**config.mk**
```make
export PLATFORM = sky130hd
export DESIGN_NAME = axi_lite_master_read
export DESIGN_NICKNAME = d
export VERILOG_FILES = /design/src/rtl/axi_lite_master_read.sv
export SDC_FILE = /design/constraint.sdc
export NUM_CORES = 1
export LEC_CHECK = 0
export CORE_MARGIN = 2
export CORE_UTILIZATION = 43
export DETAILED_ROUTE_END_ITERATION = 10
export GPL_TIMING_DRIVEN = 0
export PLACE_DENSITY = 0.8
export SLEW_MARGIN = 20
export SYNTH_ARGS = -nofsm -noshare
export SYNTH_HDL_FRONTEND = slang
export SYNTH_SLANG_ARGS = --single-unit
```
**constraint.sdc**
```tcl
create_clock -name M_AXIL_ACLK -period 2.2 [get_ports M_AXIL_ACLK]
set_clock_uncertainty 0.05 [all_clocks]
set_input_delay 0.55 -clock M_AXIL_ACLK [delete_from_list [all_inputs] [get_ports M_AXIL_ACLK]]
set_output_delay 0.55 -clock M_AXIL_ACLK [all_outputs]
set_load 0.03 [all_outputs]
```
**src/rtl/axi_lite_master_read.sv**
```systemverilog
// AXI4-Lite read initiator: accepts one user read request at a time, runs the AR/R
// handshakes, returns data/response to the user, and flags slow bus transactions.
module axi_lite_master_read #(
    parameter int ADDR_WIDTH     = 32,
    parameter int DATA_WIDTH     = 32,
    parameter int TIMEOUT_CYCLES = 256
) (
    input  logic                  M_AXIL_ACLK,
    input  logic                  M_AXIL_ARESET,
    output logic                  M_AXIL_ARVALID,
    input  logic                  M_AXIL_ARREADY,
    output logic [ADDR_WIDTH-1:0] M_AXIL_ARADDR,
    output logic [2:0]            M_AXIL_ARPROT,
    input  logic                  M_AXIL_RVALID,
    output logic                  M_AXIL_RREADY,
    input  logic [DATA_WIDTH-1:0] M_AXIL_RDATA,
    input  logic [1:0]            M_AXIL_RRESP,
    input  logic                  user_port_arvalid,
    output logic                  user_port_arready,
    input  logic [ADDR_WIDTH-1:0] user_port_araddr,
    input  logic [2:0]            user_port_arprot,
    output logic                  user_port_rvalid,
    input  logic                  user_port_rready,
    output logic [DATA_WIDTH-1:0] user_port_rdata,
    output logic [1:0]            user_port_rresp,
    output logic                  timeout_flag
);

    typedef enum logic [1:0] {
        S_IDLE = 2'd0,
        S_ADDR = 2'd1,
        S_DATA = 2'd2,
        S_RESP = 2'd3
    } state_t;

    localparam logic        WD_EN   = (TIMEOUT_CYCLES != 0);
    localparam logic [31:0] WD_LAST = (TIMEOUT_CYCLES > 0) ? 32'(TIMEOUT_CYCLES - 1) : 32'd0;

    state_t                state_q,   state_d;
    logic [ADDR_WIDTH-1:0] araddr_q,  araddr_d;
    logic [2:0]            arprot_q,  arprot_d;
    logic                  arvalid_q, arvalid_d;
    logic                  rready_q,  rready_d;
    logic                  urvalid_q, urvalid_d;
    logic [DATA_WIDTH-1:0] urdata_q,  urdata_d;
    logic [1:0]            urresp_q,  urresp_d;
    logic                  tflag_q,   tflag_d;
    logic [15:0]           wd_cnt_q,  wd_cnt_d;
    logic                  wd_busy_s;
    logic                  wd_hit_s;

    // Next-state, datapath and watchdog logic
    always_comb begin
        state_d   = state_q;
        araddr_d  = araddr_q;
        arprot_d  = arprot_q;
        arvalid_d = arvalid_q;
        rready_d  = rready_q;
        urvalid_d = urvalid_q;
        urdata_d  = urdata_q;
        urresp_d  = urresp_q;
        tflag_d   = tflag_q;
        wd_cnt_d  = wd_cnt_q;
        wd_busy_s = (state_q == S_ADDR) || (state_q == S_DATA);
        wd_hit_s  = WD_EN && ({16'd0, wd_cnt_q} == WD_LAST);

        if (wd_busy_s && (wd_cnt_q != 16'hFFFF)) begin
            wd_cnt_d = wd_cnt_q + 16'd1;
        end else begin
            wd_cnt_d = wd_cnt_q;
        end

        case (state_q)
            S_IDLE: begin
                if (user_port_arvalid) begin
                    araddr_d  = user_port_araddr;
                    arprot_d  = user_port_arprot;
                    tflag_d   = 1'b0;
                    wd_cnt_d  = 16'd0;
                    arvalid_d = 1'b1;
                    state_d   = S_ADDR;
                end else begin
                    state_d = S_IDLE;
                end
            end
            S_ADDR: begin
                // Leaving ADDR only moves the wait to DATA, so a hit here always counts
                if (wd_hit_s) begin
                    tflag_d = 1'b1;
                end else begin
                    tflag_d = tflag_q;
                end
                if (M_AXIL_ARREADY) begin
                    arvalid_d = 1'b0;
                    rready_d  = 1'b1;
                    state_d   = S_DATA;
                end else begin
                    state_d = S_ADDR;
                end
            end
            S_DATA: begin
                if (M_AXIL_RVALID) begin
                    urdata_d  = M_AXIL_RDATA;
                    urresp_d  = M_AXIL_RRESP;
                    rready_d  = 1'b0;
                    urvalid_d = 1'b1;
                    state_d   = S_RESP;
                end else if (wd_hit_s) begin
                    tflag_d = 1'b1;
                end else begin
                    state_d = S_DATA;
                end
            end
            S_RESP: begin
                if (user_port_rready) begin
                    urvalid_d = 1'b0;
                    state_d   = S_IDLE;
                end else begin
                    state_d = S_RESP;
                end
            end
            default: begin
                state_d   = S_IDLE;
                arvalid_d = 1'b0;
                rready_d  = 1'b0;
                urvalid_d = 1'b0;
            end
        endcase
    end

    // State and output registers with synchronous reset
    always_ff @(posedge M_AXIL_ACLK) begin
        if (M_AXIL_ARESET) begin
            state_q   <= S_IDLE;
            araddr_q  <= '0;
            arprot_q  <= 3'd0;
            arvalid_q <= 1'b0;
            rready_q  <= 1'b0;
            urvalid_q <= 1'b0;
            urdata_q  <= '0;
            urresp_q  <= 2'd0;
            tflag_q   <= 1'b0;
            wd_cnt_q  <= 16'd0;
        end else begin
            state_q   <= state_d;
            araddr_q  <= araddr_d;
            arprot_q  <= arprot_d;
            arvalid_q <= arvalid_d;
            rready_q  <= rready_d;
            urvalid_q <= urvalid_d;
            urdata_q  <= urdata_d;
            urresp_q  <= urresp_d;
            tflag_q   <= tflag_d;
            wd_cnt_q  <= wd_cnt_d;
        end
    end

    assign M_AXIL_ARVALID    = arvalid_q;
    assign M_AXIL_ARADDR     = araddr_q;
    assign M_AXIL_ARPROT     = arprot_q;
    assign M_AXIL_RREADY     = rready_q;
    assign user_port_rvalid  = urvalid_q;
    assign user_port_rdata   = urdata_q;
    assign user_port_rresp   = urresp_q;
    assign timeout_flag      = tflag_q;
    assign user_port_arready = (state_q == S_IDLE);

endmodule

```
# After elaboration in Yosys (flattened, before gate mapping)
# Index checks and enable logic that the tools add are counted.
[word_totals] in_bits=75 word_cells=57 out_inout_bits=74 register_bits=91
[op_classes] addsub=1 reduce_logical=13 muxes=22 eq_ne=11
[op_table] op="2-to-1 mux 16 bit" n=3
[op_table] op="adder 16 x 1 -> 16 bit (second input constant)" n=1
[op_table] op="equality test 16 x 8 -> 1 bit (second input constant)" n=1
[op_table] op="!= test 16 bit (second input constant)" n=1
[op_table] op="AND reduction 3 bit" n=4
[op_table] op="2-to-1 mux 1 bit" n=10
[op_table] op="!= test 2 bit (second input constant)" n=5
[op_table] op="2-to-1 mux 2 bit" n=4
[op_table] op="one-hot mux 2 bit (4 select lines)" n=1
[op_table] op="one-hot mux 1 bit (2 select lines)" n=3
[op_table] op="nonzero test 2 bit" n=3
[op_table] op="equality test 2 bit (second input constant)" n=2
[op_table] op="AND reduction 2 bit" n=2
[op_table] op="!= test 3 bit (second input constant)" n=1
[op_table] op="one-hot mux 1 bit (3 select lines)" n=1
[op_table] op="nonzero test 3 bit" n=1
[op_table] op="equality test 2 x 1 -> 1 bit (second input constant)" n=1
[op_table] op="zero test 2 bit" n=1
[op_table] op="logical AND 1 bit" n=1
[op_table] op="logical OR 1 bit" n=1

# Depth between registers and ports, before layout
# Gate-level depths: netlist (run 1).
[logic_depth] ltp_word=6 depth_mapped=7 ltp_nobuf=6

# Worst setup path after synthesis (run 1)
# Ideal clock, no wire load.
[synth_timing] kind="register to register" from="register state_q[0]" to="register wd_cnt_q[9]" path_buffers=0 synth_period_minus_slack_ns=1.973 setup_ns=0.070 setup_slack_ns=0.227 t_required_ns=2.080 arrival_time_ns=1.852 stages_incl_launch_ff=7 path_cell_list="dfxtp_1 inv_1 ha_1 nand3_1 or2_0 or4_1 a21oi_1"
[synth_via] elab_chain_len=6 word_cells_on_any_way=8 cone_classes="eq/ne (2); mux (3); reduce/logical (3)"
[synth_lines] element="start, declared" line_no="39" source="state_t state_q, state_d;"
[synth_lines] element="start signal, assigned" line_no="145" source="state_q <= state_d;"
[synth_lines] element="equality test 2 x 1 -> 1 bit / equality test 2 bit (equally long branches)" line_no="64" source="wd_busy_s = (state_q == S_ADDR) || (state_q == S_DATA);"
[synth_lines] element="logical OR 1 bit" line_no="64"
[synth_lines] element="logical AND 1 bit" line_no="67" source="if (wd_busy_s && (wd_cnt_q != 16'hFFFF)) begin"
[synth_lines] element="2-to-1 mux 16 bit" line_no="67"
[synth_lines] element="2-to-1 mux 16 bit" line_no="75" source="if (user_port_arvalid) begin"
[synth_lines] element="2-to-1 mux 16 bit *" line_no="73" source="case (state_q)"
[synth_lines] element="end signal, assigned" line_no="154" source="wd_cnt_q <= wd_cnt_d;"
[synth_lines] element="end, declared" line_no="48" source="logic [15:0] wd_cnt_q, wd_cnt_d;"
# Mark *: on every way between the ends. The rest lies on a longest branch, timed or not.
# A chain may end at the register's enable or synchronous reset.

# Worst setup path in the final report (run 1)
[layout_timing] from="register state_q[0]" to="register wd_cnt_q[11]"
# The elaborated chain is that of the path after synthesis.

==> impl_metrics.ini, run 1 <==
[run_status]
outcome = completed

[critical_path]
worst-path-max-fanout = 6
worstPathBufferInverterCount = 1
crit_path_end_kind = register
timing.critical_path.slowest_stage_cell = sky130_fd_sc_hd__or4_1
cpLargestDelayFamily = simple AND/OR/NAND/NOR gates
critical_path_class = reg2reg
cp-start-kind = register
critical_path_required_ns = 2.43
list_of_cells_traversed_by_the_critical_path = inv_1, ha_4, nand3_2, or2_4, or4_1, a21oi_1
cpPeakStageDelay_ns = 0.47
crit_arrival_ns = 2.28

[pwr]
power.share.sequential_pct = 49.4
p_sw_share_pct = 25.0
combPwrFrac_pct = 14.1
cellPowerDensity_nw_per_um2 = 636
power.clock.fraction_pct = 36.4
p_leak_nw = 1.87
total_switching_power_mw = 0.868
power_report.internal_total_mw = 2.61
p_total_mw = 3.48
vdd.ir_drop.worst_uv = 374

[synth]
synth_edf_count = 0
postSynth.asyncResetShare_pct = 0
syn-num-nets = 523
avgSynthCellArea_um2 = 8.15
synth-seq-area-share_pct = 50.7
yosys.cell_types.count = 45
syn_inst = 441
ys_seq_elements = 91
yosysWarnings = 0
synth-main-ff-cell = sky130_fd_sc_hd__dfxtp_1
post_synth_instance_area_um2 = 3600

[timing]
worstMarginPinSlew_ns = 0.571
grt_setup_unrepaired = true
maxSlewHeadroom_pct = 61.6
final-max-slew-violation-count = 0
min_period_ns = 2.05
timing.final.setup_violations = 0
max_freq_ghz = 0.488
final_hold_viol_count = 0
layout_worst_path_cycle_share_pct = 93.1

[die]
io_pins = 149
die_w_um = 95.4
dieArea_um2 = 9110
rows = 33
core_area_um2 = 8180
die_height_um = 95.4
floorplan.initialDensity_pct = 44.0

[hold_path]
worstHoldPathType = reg2reg

[drt]
detailedRoute.firstPassIterationCount = 4
detail_route.drc_violations = 0
vias = 3611
post_drt_wl_per_cell_um = 14.9
antenna_violating_nets_post_route = 0
via_per_inst = 5.09
wl_um = 10500
detail_route.iter0.violations = 143

[clocking]
cell_at_the_root_of_the_clock_tree = sky130_fd_sc_hd__clkbuf_8
cts_hold_buffers = 0
htreeDepth = 3
insertion_delay_ns = 0.36
cts_num_sinks = 91
ctsLongestPathBuffers = 2
cts_tree = done
tritoncts.num_buffers = 9
path_clk_slew_ns = 0.09

[grt]
grt_pass1_vias = 3334
grt_remaining_overflow = 0
grt_antenna_before_repair = 0
grt_use_total_pct = 22.1
wire_length_of_the_first_global_routing_pass_um = 15700
pin_count_of_the_biggest_net_entering_global_routing = 16

[layout]
layout_common_cells = sky130_fd_sc_hd__nand2_1, sky130_fd_sc_hd__clkdlybuf4s50_1, sky130_fd_sc_hd__dfxtp_1
layout-drive-gt1-share_pct = 5.29
most_common_cell_after_layout_fill_and_taps_aside = sky130_fd_sc_hd__nand2_1
fin_cells = 710
final_core_utilization_pct = 66.8
finish.net_count = 682
syn2layout_area_growth_pct = 51.9
antenna-diode-count = 0
num-fill-cells = 673

[place]
place.detailed.instances = 693
port_buffers = 147
post-dp-hpwl_um = 7860
gp_routability_congestion = 0.871

[run]
timing.max_cap.violations = 0
-- stage by stage --
stage	area, um2	hold slack [ns]	setup WS [ns]	setup TNS, ns
after global placement	5200	0.391	-0.248	-10.59
after global routing	5460	0.426	-0.0170	-0.0539
after CTS	5430	0.409	0.0198	0
after floorplan	3600	0.417	0.227	0
after detailed placement	5200	0.396	-0.296	-12.81
final	5460	0.407	0.151	0
-- cell families (layout without fill, tap and decap cells) --
kind of cell,Yosys count,after routing,synth area share [%]
AND/OR/NAND/NOR,200,200,25.4
AO/OA/AOI/OAI,110,110,17.6
flip-flops,91,91,50.7
buffers and inverters,30,194,3.13
adder cells (fa/ha/maj),7,7,2.44
XOR/XNOR,2,2,0.487
multiplexers,1,1,0.278
-- synth_stat cells (all sizes together) (3+ instances only) --
library cell | instances | area, um2
nand4 | 6 | 50.0
nand2 | 151 | 567
or4 | 6 | 48.8
dfxtp | 91 | 1820
and2 | 3 | 18.8
buf | 6 | 22.5
nor2 | 8 | 30.0
nor4 | 4 | 46.3
o41ai | 3 | 45.1
nand2b | 3 | 18.8
o21ai | 6 | 30.0
or3 | 4 | 25.0
ha | 7 | 87.6
inv | 6 | 22.5
clkbuf | 18 | 67.6
a21oi | 83 | 415
nand3 | 6 | 42.5
o31ai | 4 | 30.0
-- worst register-to-register path, cell delays in order, from the launching register on --
cell	delay, ns
sky130_fd_sc_hd__dfxtp_1	0.40
sky130_fd_sc_hd__inv_1	0.14
sky130_fd_sc_hd__ha_4	0.33
sky130_fd_sc_hd__nand3_2	0.13
sky130_fd_sc_hd__or2_4	0.30
sky130_fd_sc_hd__or4_1	0.47
sky130_fd_sc_hd__a21oi_1	0.15
-- repair_timing --
| item | 4_1_cts | 5_1_grt |
|---|---|---|
| buffers inserted | 0 | 2 |
| pin swaps | 0 | 1 |
| setup endpoints to repair | 3 | 39 |
| resized for setup | 4 | 6 |
-- flip-flops by register name, indices dropped and copies added, names as in the netlist, 2 cells and up --
signal	flops
M_AXIL_ARADDR	32
user_port_rdata	32
wd_cnt_q	16
M_AXIL_ARPROT	3
state_q	2
user_port_rresp	2
-- power by group through the flow --
stage	Combinational (mW)	Sequential, mW	Clock, mW
2_1_floorplan	0.129	1.84	0
3_3_place_gp	0.477	1.75	0
3_5_place_dp	0.483	1.76	0
4_1_cts	0.487	1.72	1.28
5_1_grt	0.525	1.73	1.35
6_report	0.490	1.72	1.27
-- final timing paths --
kind,startpoint,to,slack (ns),cells after the start
setup / recovery,state_q[0]$_SDFFE_PP0P_,wd_cnt_q[11]$_SDFF_PP0_,0.15,6
hold / removal,user_port_rdata[12]$_SDFFE_PP0P_,user_port_rdata[12]$_SDFFE_PP0P_,0.41,2
setup reg to reg,state_q[0]$_SDFFE_PP0P_,wd_cnt_q[11]$_SDFF_PP0_,0.15,6
hold reg to reg,user_port_rdata[12]$_SDFFE_PP0P_,user_port_rdata[12]$_SDFFE_PP0P_,0.41,2
-- layout make-up --
class                   count  area [um2]  area share, %
plain buffers              23        87.6           1.60
clock buffers              11         141           2.59
clock inverters             5        83.8           1.53
inverters                   6        22.5          0.412
multi-input cells         320        1690           30.9
flip-flops and latches     91        1820           33.4
well taps                 105         131           2.40
repair buffers            149        1490           27.2
-- per-layer routing --
metal	wire length [um]	part of all wire (%)	track usage (%)	up-vias
met5	0	0	0	-
met4	220	2.1	8.33	0
met3	753	7.1	5.77	18
met2	5090	48	37.7	119
met1	4490	43	26.8	1661
li1	-	-	-	1813
(Power assumes the default switching activity.)
==> inputs of run 2 (changes only) <==
- ABC_CLOCK_PERIOD_IN_PS: unset -> 2200
- CAP_MARGIN: unset -> 20
- CORE_UTILIZATION: 43 -> 35
- PLACE_DENSITY: 0.8 -> 0.68
==> impl_metrics.ini, run 2 (synthesis results as in run 1) <==
[timing]
max_freq_ghz = 0.485
final-max-slew-violation-count = 0
layout_worst_path_cycle_share_pct = 93.6
final_hold_viol_count = 0
grt_setup_unrepaired = true
timing.final.setup_violations = 0
maxSlewHeadroom_pct = 60.4
min_period_ns = 2.06
worstMarginPinSlew_ns = 0.594

[place]
placed_cell_area_um2 = 5240
post-dp-hpwl_um = 8060
gp_routability_congestion = 0.842
port_buffers = 147

[die]
core_area_um2 = 10100
die_w_um = 105
io_pins = 149
die_height_um = 105
floorplan.initialDensity_pct = 35.5
rows = 37
dieArea_um2 = 11100

[drt]
detailedRoute.firstPassIterationCount = 4
detail_route.drc_violations = 0
via_per_inst = 4.87
wl_um = 10700
vias = 3600
post_drt_wl_per_cell_um = 14.5
detail_route.iter0.violations = 194
antenna_violating_nets_post_route = 0

[grt]
grt_antenna_before_repair = 0
grt_use_total_pct = 19.7
pin_count_of_the_biggest_net_entering_global_routing = 16
wire_length_of_the_first_global_routing_pass_um = 17300
grt_pass1_vias = 3471
grt_remaining_overflow = 0

[pwr]
p_leak_nw = 1.86
combPwrFrac_pct = 14.0
power_report.internal_total_mw = 2.58
p_sw_share_pct = 25.3
power.share.sequential_pct = 49.8
total_switching_power_mw = 0.873
cellPowerDensity_nw_per_um2 = 630
vdd.ir_drop.worst_uv = 341
power.clock.fraction_pct = 36.2
p_total_mw = 3.45

[layout]
layout_common_cells = sky130_fd_sc_hd__nand2_1, sky130_fd_sc_hd__clkdlybuf4s50_1, sky130_fd_sc_hd__dfxtp_1
final_design_area_no_fill_um2 = 5480
finish.net_count = 680
antenna-diode-count = 0
most_common_cell_after_layout_fill_and_taps_aside = sky130_fd_sc_hd__nand2_1
seqCellArea_um2 = 1820
syn2layout_area_growth_pct = 52.4
area_of_combinational_cells_with_multiple_inputs_um2 = 1690
layout-drive-gt1-share_pct = 4.98
num-fill-cells = 931

[critical_path]
r2r_setup_slack_ns = 0.14
critical_path_class = reg2reg
worstPathBufferInverterCount = 1
cpLargestDelayFamily = simple AND/OR/NAND/NOR gates
worst-path-max-fanout = 6
list_of_cells_traversed_by_the_critical_path = inv_1, ha_4, nand3_2, or2_4, or4_1, a21oi_1
crit_arrival_ns = 2.30
cp-start-kind = register
crit_path_end_kind = register
critical_path_required_ns = 2.44
timing.critical_path.slowest_stage_cell = sky130_fd_sc_hd__or4_1
cpPeakStageDelay_ns = 0.47

[clocking]
cell_at_the_root_of_the_clock_tree = sky130_fd_sc_hd__clkbuf_8
ctsLongestPathBuffers = 2
insertion_delay_ns = 0.36
cts_post_setup_buffers_inserted = 0
htreeDepth = 3
cts_tree = done
path_clk_slew_ns = 0.09
tritoncts.num_buffers = 9
cts_num_sinks = 91

[run]
timing.max_cap.violations = 0

[hold_path]
worstHoldPathType = reg2reg

[run_status]
outcome = completed
run 2: cell count changes in the layout (fill, tap and decap cells not counted):
cell                         change
sky130_fd_sc_hd__buf_4           -2
sky130_fd_sc_hd__clkbuf_2        +1
sky130_fd_sc_hd__inv_6           +1
sky130_fd_sc_hd__clkinvlp_4      -1
sky130_fd_sc_hd__clkbuf_8        -1
run 2: area by class of cell:
type	instances	share of cell area, %
buffer	23	1.62
clock buffer	11	2.40
clock inverter	5	1.55
inverter	6	0.411
multi-input combinational	320	30.8
sequential	91	33.3
tap	136	3.11
timing repair buffer	147	26.8
run 2: power groups by stage:
stage | registers, mW | clock network [mW] | logic, mW
detailed placement | 1.76 | 0 | 0.484
floorplan | 1.84 | 0 | 0.129
CTS | 1.72 | 1.29 | 0.486
global placement | 1.75 | 0 | 0.479
finish | 1.72 | 1.25 | 0.483
global route | 1.73 | 1.37 | 0.521
run 2: per-layer routing:
layer / vias to the layer above / routed length [um] / track usage [%]
met3: 23 / 558 / 4.02
met4: 0 / 330 / 10.3
met5: - / 0 / 0
met2: 123 / 5070 / 33.0
met1: 1641 / 4750 / 23.9
li1: 1813 / - / -
run 2: tightest hold or removal path: stages, from the launching register on:
cell and delay (ns):
sky130_fd_sc_hd__dfxtp_1 0.31, sky130_fd_sc_hd__nand2_1 0.05, sky130_fd_sc_hd__a21oi_1 0.05
run 2: final timing paths:
path                                           to                             from  cells past startpoint
setup / recovery           wd_cnt_q[9]$_SDFF_PP0_          state_q[0]$_SDFFE_PP0P_                      6
hold / removal    user_port_rdata[6]$_SDFFE_PP0P_  user_port_rdata[6]$_SDFFE_PP0P_                      2
setup reg to reg           wd_cnt_q[9]$_SDFF_PP0_          state_q[0]$_SDFFE_PP0P_                      6
hold reg to reg   user_port_rdata[6]$_SDFFE_PP0P_  user_port_rdata[6]$_SDFFE_PP0P_                      2
run 2: repair_timing:
| item | 4_1_cts | 5_1_grt |
|---|---|---|
| hold buffers | 0 | 0 |
| resized for setup | 5 | 7 |
| hold endpoints to repair | 0 | 0 |
| pin swaps | 0 | 0 |
| endpoints found under the setup margin | 4 | 48 |
run 2: through the flow:
| stage | hold WS (ns) | utilization, % | cells | setup WS [ns] | setup TNS [ns] |
|---|---|---|---|---|---|
| finish | 0.406 | 54.0 | 739 | 0.140 | 0 |
| global placement | 0.392 | 51.7 | 724 | -0.245 | -10.57 |
| CTS | 0.410 | 53.8 | 740 | 0.0238 | 0 |
| global route | 0.428 | 54.0 | 739 | -0.0136 | -0.0357 |
| floorplan | 0.417 | - | 441 | 0.227 | 0 |
| detailed placement | 0.398 | 51.7 | 724 | -0.306 | -13.04 |
==> inputs of run 3 (changes only) <==
- GPL_TIMING_DRIVEN: 0 -> unset
==> impl_metrics.ini, run 3 (synthesis results as in run 1) <==
[clocking]
htreeDepth = 3
cts_post_setup_buffers_inserted = 0
cts_num_sinks = 91
ctsLongestPathBuffers = 2
cts_hold_buffers = 0
tritoncts.num_buffers = 9
cts_tree = done
insertion_delay_ns = 0.35
path_clk_slew_ns = 0.09
cell_at_the_root_of_the_clock_tree = sky130_fd_sc_hd__clkbuf_8

[drt]
detailedRoute.firstPassIterationCount = 4
via_per_inst = 4.92
wl_um = 10300
detail_route.iter0.violations = 183
detail_route.drc_violations = 0
vias = 3562
antenna_violating_nets_post_route = 0
post_drt_wl_per_cell_um = 14.3

[pwr]
p_sw_share_pct = 25.7
p_leak_nw = 1.86
power.share.sequential_pct = 53.3
p_total_mw = 3.22
cellPowerDensity_nw_per_um2 = 595
combPwrFrac_pct = 15.1
power_report.internal_total_mw = 2.39
vdd.ir_drop.worst_uv = 254
power.clock.fraction_pct = 31.6
total_switching_power_mw = 0.828

[critical_path]
worst_r2r_endpoint = wd_cnt_q[11]$_SDFF_PP0_
r2r_setup_slack_ns = 0.19
cp-start-kind = register
critical_path_required_ns = 1.60
critical_path_class = reg2out
critical_path.endpoint = user_port_arready
crit_path_end_kind = output port
worst-path-max-fanout = 5
cp-startpoint = state_q[1]$_SDFFE_PP0P_
r2r_start = state_q[1]$_SDFFE_PP0P_
crit_arrival_ns = 1.46
worst_r2r_path_depth = 6

[die]
dieArea_um2 = 11100
floorplan.initialDensity_pct = 35.5
rows = 37
core_area_um2 = 10100
die_height_um = 105
io_pins = 149
die_w_um = 105

[timing]
final_hold_viol_count = 0
tns_ns = 0
layout_worst_path_cycle_share_pct = 93.8
worst_slack_ns = 0.137
final-max-slew-violation-count = 0
timing.final.setup_violations = 0
maxSlewHeadroom_pct = 58.8
grt_setup_unrepaired = false
min_period_ns = 2.06
max_freq_ghz = 0.485
hold_ws_ns = 0.406
worstMarginPinSlew_ns = 0.613

[place]
detailedPlace.worstSlack_ns = 0.146
gp_routability_congestion = 0.880
port_buffers = 148
post-dp-hpwl_um = 7450

[layout]
layout-drive-gt1-share_pct = 5.61
most_common_cell_after_layout_fill_and_taps_aside = sky130_fd_sc_hd__nand2_1
layout_common_cells = sky130_fd_sc_hd__nand2_1, sky130_fd_sc_hd__clkdlybuf4s50_1, sky130_fd_sc_hd__dfxtp_1
antenna-diode-count = 0
finish.net_count = 667
syn2layout_area_growth_pct = 50.6
seqCellArea_um2 = 1820
area_of_combinational_cells_with_multiple_inputs_um2 = 1660
num-fill-cells = 931

[run]
timing.max_cap.violations = 0

[grt]
wire_length_of_the_first_global_routing_pass_um = 16500
pin_count_of_the_biggest_net_entering_global_routing = 66
grt_use_total_pct = 18.6
grt_remaining_overflow = 0
grt_pass1_vias = 3243
grt_antenna_before_repair = 0

[run_status]
outcome = completed

[hold_path]
worstHoldPathType = reg2reg
run 3: worst min-delay path by stage:
stage / slack [ns] / depth (start not counted) / from / to
after global placement: 0.39 / 2 / user_port_rdata[8]$_SDFFE_PP0P_ / user_port_rdata[8]$_SDFFE_PP0P_
after floorplan: 0.42 / 2 / wd_cnt_q[1]$_SDFF_PP0_ / wd_cnt_q[1]$_SDFF_PP0_
after global routing: 0.43 / 2 / M_AXIL_ARADDR[16]$_SDFFE_PP0P_ / M_AXIL_ARADDR[16]$_SDFFE_PP0P_
after detailed placement: 0.40 / 2 / M_AXIL_ARADDR[6]$_SDFFE_PP0P_ / M_AXIL_ARADDR[6]$_SDFFE_PP0P_
final: 0.41 / 2 / M_AXIL_ARADDR[6]$_SDFFE_PP0P_ / M_AXIL_ARADDR[6]$_SDFFE_PP0P_
after CTS: 0.41 / 2 / M_AXIL_ARADDR[6]$_SDFFE_PP0P_ / M_AXIL_ARADDR[6]$_SDFFE_PP0P_
run 3: repair_timing:
item / CTS / global route
cloned: 0 / 0
setup endpoints to repair: 1 / 2
gates resized for setup: 1 / 2
run 3: power by group through the flow:
stage	clock, mW	combinational [mW]	sequential (mW)
floorplan	0	0.129	1.84
global placement	0	0.486	1.75
detailed placement	0	0.490	1.76
CTS	1.05	0.491	1.72
global route	1.13	0.521	1.72
finish	1.02	0.485	1.72
run 3: per-stage QoR:
step | instance area, um2 | cells | util, %
floorplan | 3600 | 441 | -
global placement | 5250 | 710 | 51.7
detailed placement | 5250 | 710 | 51.7
CTS | 5410 | 724 | 53.4
global route | 5410 | 724 | 53.4
finish | 5410 | 724 | 53.4
run 3: final cells by class:
class                           count  share of cell area, %
Timing Repair Buffer              157                   29.0
Clock buffer                       12                   2.87
Sequential cell                    91                   33.6
Multi-Input combinational cell    320                   30.7
Inverter                            6                  0.416
Clock inverter                      2                  0.231
Tap cell                          136                   3.14
run 3: layer usage:
metal / track usage, % / vias up / part of all wire [%]
met3: 3.90 / 17 / 5.1
li1: - / 1783 / -
met2: 29.9 / 117 / 47
met1: 24.1 / 1645 / 46
met5: 0 / - / 0
met4: 7.81 / 0 / 2.2
run 3: critical path, stage by stage (launching register included):
cell	delay, ns
sky130_fd_sc_hd__dfxtp_1	0.41
sky130_fd_sc_hd__inv_1	0.11
sky130_fd_sc_hd__ha_1	0.23
sky130_fd_sc_hd__dlygate4sd2_1	0.36
==> edit 1, RTL diff (config.mk and constraints of run 2) <==
The 4 states of `state_t` get a Gray code encoding in 2 bits.
--- a/src/rtl/axi_lite_master_read.sv
+++ b/src/rtl/axi_lite_master_read.sv
@@ -27,10 +27,10 @@
 );
 
     typedef enum logic [1:0] {
-        S_IDLE = 2'd0,
-        S_ADDR = 2'd1,
-        S_DATA = 2'd2,
-        S_RESP = 2'd3
+        S_IDLE = 2'b00,
+        S_ADDR = 2'b01,
+        S_DATA = 2'b11,
+        S_RESP = 2'b10
     } state_t;
 
     localparam logic        WD_EN   = (TIMEOUT_CYCLES != 0);
Formal check against the unedited RTL: no difference found for any inputs over 10 cycles, from zero or initial values and one cycle with M_AXIL_ARESET high; not proved beyond that.
==> edit 1 against run 2 <==
- wire length fell by 5.9%
- core utilization rose by 1.0 points
- first-iteration DRC count fell by 20%
- worst setup slack got worse by 0.084 ns
- design area fell by 2.7%
- synthesized area fell by 3.4%
- global-route usage fell by 0.92 points
- highest routed layer unchanged
- largest power group unchanged
- final cell count fell by 0.54%
- register-to-register slack got worse by 0.05 ns
- critical endpoint is now user_port_arready
- sequential cell count did not move
- clock power fell by 20%
- total power fell by 4.5%
- count of clock-buffer cells in the layout did not move
==> edit 1: results (changes against run 2) <==
[worst_setup_path]
cp_slowest_cell=dlygate4sd2_1
reg2reg_slack_ns=0.09  ; -0.05 ns
r2r-end=wd_cnt_q[12]$_SDFF_PP0_
critPathCapture=user_port_arready
cp_slowest_stage_delay_ns=0.37  ; -0.10 ns
regToRegStartpoint=wd_cnt_q[0]$_SDFF_PP0_
cp_top_family=buffers and inverters

[drt]
drtIter0Drc=156  ; -20%
wl_per_cell_um=13.7  ; -5.4%
totalWireLength_mm=10.1  ; -5.9%

[finish]
drive_gt1_share_pct=4.65  ; -0.32 points

[global_route]
grt_pass1_vias=3510  ; +1.1%
grt_pass1_wl_mm=16.7  ; -3.7%
track_usage_pct=18.8  ; -0.92 points

[synthesis]
synth_cells=436  ; -1.1%
synthTopCellsByArea=dfxtp_1 (52%), nand2_1 (16%), a21oi_1 (12%)
ys_top_cells_by_count=nand2_1 (148), dfxtp_1 (91), a21oi_1 (84), clkbuf_1 (21), nor2_1 (13)
ys_types=36  ; -20%
ys_seq_area_share_pct=52.5  ; +1.8 points
synth_nets=512  ; -2.1%

[outcome]
status=finished, final reports clean

[timing]
fin_ws_ns=0.0557  ; -0.0841 ns
hold_slack_ns=0.406  ; -0.000704 ns

[hold_path]
whs_endpoint=M_AXIL_ARADDR[31]$_SDFFE_PP0P_
hp-start=M_AXIL_ARADDR[31]$_SDFFE_PP0P_

[placement]
routabilityCongestion=0.862  ; +2.3%
preCtsSetupSlack_ns=-0.479  ; -0.173 ns
port_buffers=148  ; +0.68%
dpl_cell_area_um2=5120  ; -2.2%
placed_cells=717  ; -0.97%
dp_hpwl_mm=7.48  ; -7.3%

[pwr]
power.leakage_nw=1.82  ; -2.4%
ir_drop_mv=0.367  ; +7.6%

[clock_tree]
clock_latency_ns=0.34  ; -0.02 ns

[edit 1: changes by cell type in the layout (fill, tap and decap cells not counted), moves of 3 or more]
cell	change
nand4_1	+4
nor4_1	+3
ha_1	-5
and3_1	+3
buf_4	+3
buf_2	+3
buf_1	-4
clkbuf_1	+5
nor2_1	+5
nand2_1	-3
and2_1	-3
o21ai_0	+4
[edit 1: layout make-up]
| class | instances | area (µm²) | share of cell area [%] |
|---|---|---|---|
| Multi-Input combinational cell | 315 | 1560 | 29.2 |
| Clock inverter | 5 | 37.5 | 0.704 |
| Sequential cell | 91 | 1820 | 34.2 |
| Timing Repair Buffer | 151 | 1500 | 28.2 |
| Clock buffer | 11 | 131 | 2.46 |
| Tap cell | 133 | 166 | 3.12 |
| Inverter | 4 | 15.0 | 0.282 |
| Buffer | 25 | 97.6 | 1.83 |
[edit 1: cell families (layout without fill, tap and decap cells)]
kind of cell / Yosys count / after routing / synth area share [%]
and+or+nand+nor: 206 / 206 / 26.4
AOI/OAI and AO/OA: 106 / 106 / 16.9
DFF: 91 / 91 / 52.5
buffers and inverters: 30 / 196 / 3.28
adders and majority gates: 1 / 1 / 0.360
xor gates and xnor gates: 1 / 1 / 0.252
muxes: 1 / 1 / 0.288
[edit 1: timing repair]
item	in CTS	in global routing
pin swaps	0	3
endpoints found under the setup margin	11	22
hold buffers	0	0
gates resized for setup	3	3
buffers inserted	0	3
[edit 1: routing by layer]
layer / up-vias / GRT usage, % / wire, µm
li1: 1805 / - / -
met1: 1652 / 22.3 / 4300
met2: 102 / 32.4 / 4880
met3: 9 / 6.36 / 784
met4: 0 / 5.50 / 110
met5: - / 0 / 0
[edit 1: where the power goes]
group	internal [W]	switching (W)
sequential	0.00170	0.0000310
clock	0.000416	0.000584
combinational	0.000263	0.000299
total	0.00238	0.000914
==> edit 2, RTL diff (flow settings as in run 2) <==
Made on the original files. `TIMEOUT_CYCLES`: 256 -> 128.
--- a/src/rtl/axi_lite_master_read.sv
+++ b/src/rtl/axi_lite_master_read.sv
@@ -3,7 +3,7 @@
 module axi_lite_master_read #(
     parameter int ADDR_WIDTH     = 32,
     parameter int DATA_WIDTH     = 32,
-    parameter int TIMEOUT_CYCLES = 256
+    parameter int TIMEOUT_CYCLES = 128
 ) (
     input  logic                  M_AXIL_ACLK,
     input  logic                  M_AXIL_ARESET,
Function: no difference found for any inputs over 10 cycles, from zero or initial values and one cycle with M_AXIL_ARESET high; that may be too few to reach the edited logic, so the function may still have changed.
==> edit 2 against run 2 <==
- total power up 2.0%
- wire length down 2.2%
- sequential share of layout area down 0.15 points
- largest cell class unchanged
- design area up 0.53%
- fmax up 0.18%
- synthesized area up 0.52%
- worst setup slack better by 0.0037 ns
- critical path type unchanged
- sequential cell count unchanged
==> edit 2: results (changes against run 2) <==
[outcome]
status=finished, final reports clean

[worst_setup_path]
reg2reg_slack_ns=0.14
r2r-end=wd_cnt_q[15]$_SDFF_PP0_
worstPathMaxFanout=7  ; +1
regToRegStartpoint=state_q[0]$_SDFFE_PP0P_
cp_slowest_stage_delay_ns=0.43  ; -0.04 ns

[pwr]
finalPower_w=0.00352  ; +2.0%
power.leakage_nw=1.90  ; +2.1%
seq_power_share_pct=48.8  ; -1.0 points
ir_drop_mv=0.469  ; +37%
power-top-group=sequential cells
swShare_pct=25.7  ; +0.40 points

[synthesis]
synth_xor_area_share_pct=0.485  ; -0.0025 points
ys_top_cells_by_count=nand2_1 (150), dfxtp_1 (91), a21oi_1 (84), clkbuf_1 (21), nor2_1 (8)
ys_types=42  ; -6.7%
synth_nets=530  ; +1.3%
synth_cells=448  ; +1.6%
synth_mux_area_share_pct=0  ; -0.28 points
ys_seq_area_share_pct=50.4  ; -0.26 points
synth_compound_area_share_pct=17.4  ; -0.20 points
synth_fa_ha_area_share_pct=2.42  ; -0.013 points
synthTopCellsByArea=dfxtp_1 (50%), nand2_1 (16%), a21oi_1 (12%)

[hold_path]
whs_endpoint=user_port_rdata[31]$_SDFFE_PP0P_
hp-start=user_port_rdata[31]$_SDFFE_PP0P_

[global_route]
grt_pass1_wl_mm=17.1  ; -1.3%
track_usage_pct=19.1  ; -0.60 points
globalRouteOverflowTotal=0  ; unchanged
grt_pass1_vias=3596  ; +3.6%
grt_max_degree=17  ; +1

[timing]
fin_ws_ns=0.143  ; +0.00372 ns
hold_slack_ns=0.407  ; +0.000672 ns
worstMarginPinSlew_ns=0.612  ; +0.0177 ns

[clock_tree]
cts-root-buf=clkbuf_8
htree_levels=3  ; unchanged

[drt]
drtIter0Drc=129  ; -34%
wl_per_cell_um=14.0  ; -3.3%
via_per_inst=4.95  ; +1.6%

[placement]
preCtsSetupSlack_ns=-0.359  ; -0.0532 ns
placed_cells=731  ; +0.97%
dpl_cell_area_um2=5260  ; +0.36%
dp_hpwl_mm=7.93  ; -1.7%
port_buffers=147  ; unchanged
routabilityCongestion=0.881  ; +4.6%

[finish]
drive_gt1_share_pct=5.40  ; +0.43 points
fin_nets=688  ; +1.2%
fin_cells=747  ; +1.1%

## edit 2: changes by cell type after synthesis, moves of 2 or more
cell	change
and3_1	+3
buf_1	-3
clkbuf_1	+3
nor3_1	+3
or4_1	-3
a311oi_1	+2
and3_2	+2
and4_1	+2
nand4_1	+2
nor4_1	+2
## edit 2: final cells by class
cell class | instances | area (µm²)
fill | 982 | 4680
timing repair buffer | 147 | 1470
inverter | 5 | 18.8
tap | 136 | 170
clock buffer | 10 | 138
sequential | 91 | 1820
clock inverter | 6 | 95.1
multi-input combinational | 326 | 1670
buffer | 26 | 120
## edit 2: routing by layer
layer	routed length, µm	global-route usage [%]	vias to the layer above	share of wire (%)
met5	0	0	-	0
met4	278	8.83	0	2.7
met3	844	5.94	21	8.1
met2	4830	31.4	131	46
met1	4520	22.8	1697	43
li1	-	-	1847	-
## edit 2: repair_timing
action,in CTS,in global routing
setup endpoints to repair,3,62
setup buffers,0,0
cloned,0,0
hold buffers,0,0
resized for setup,2,11
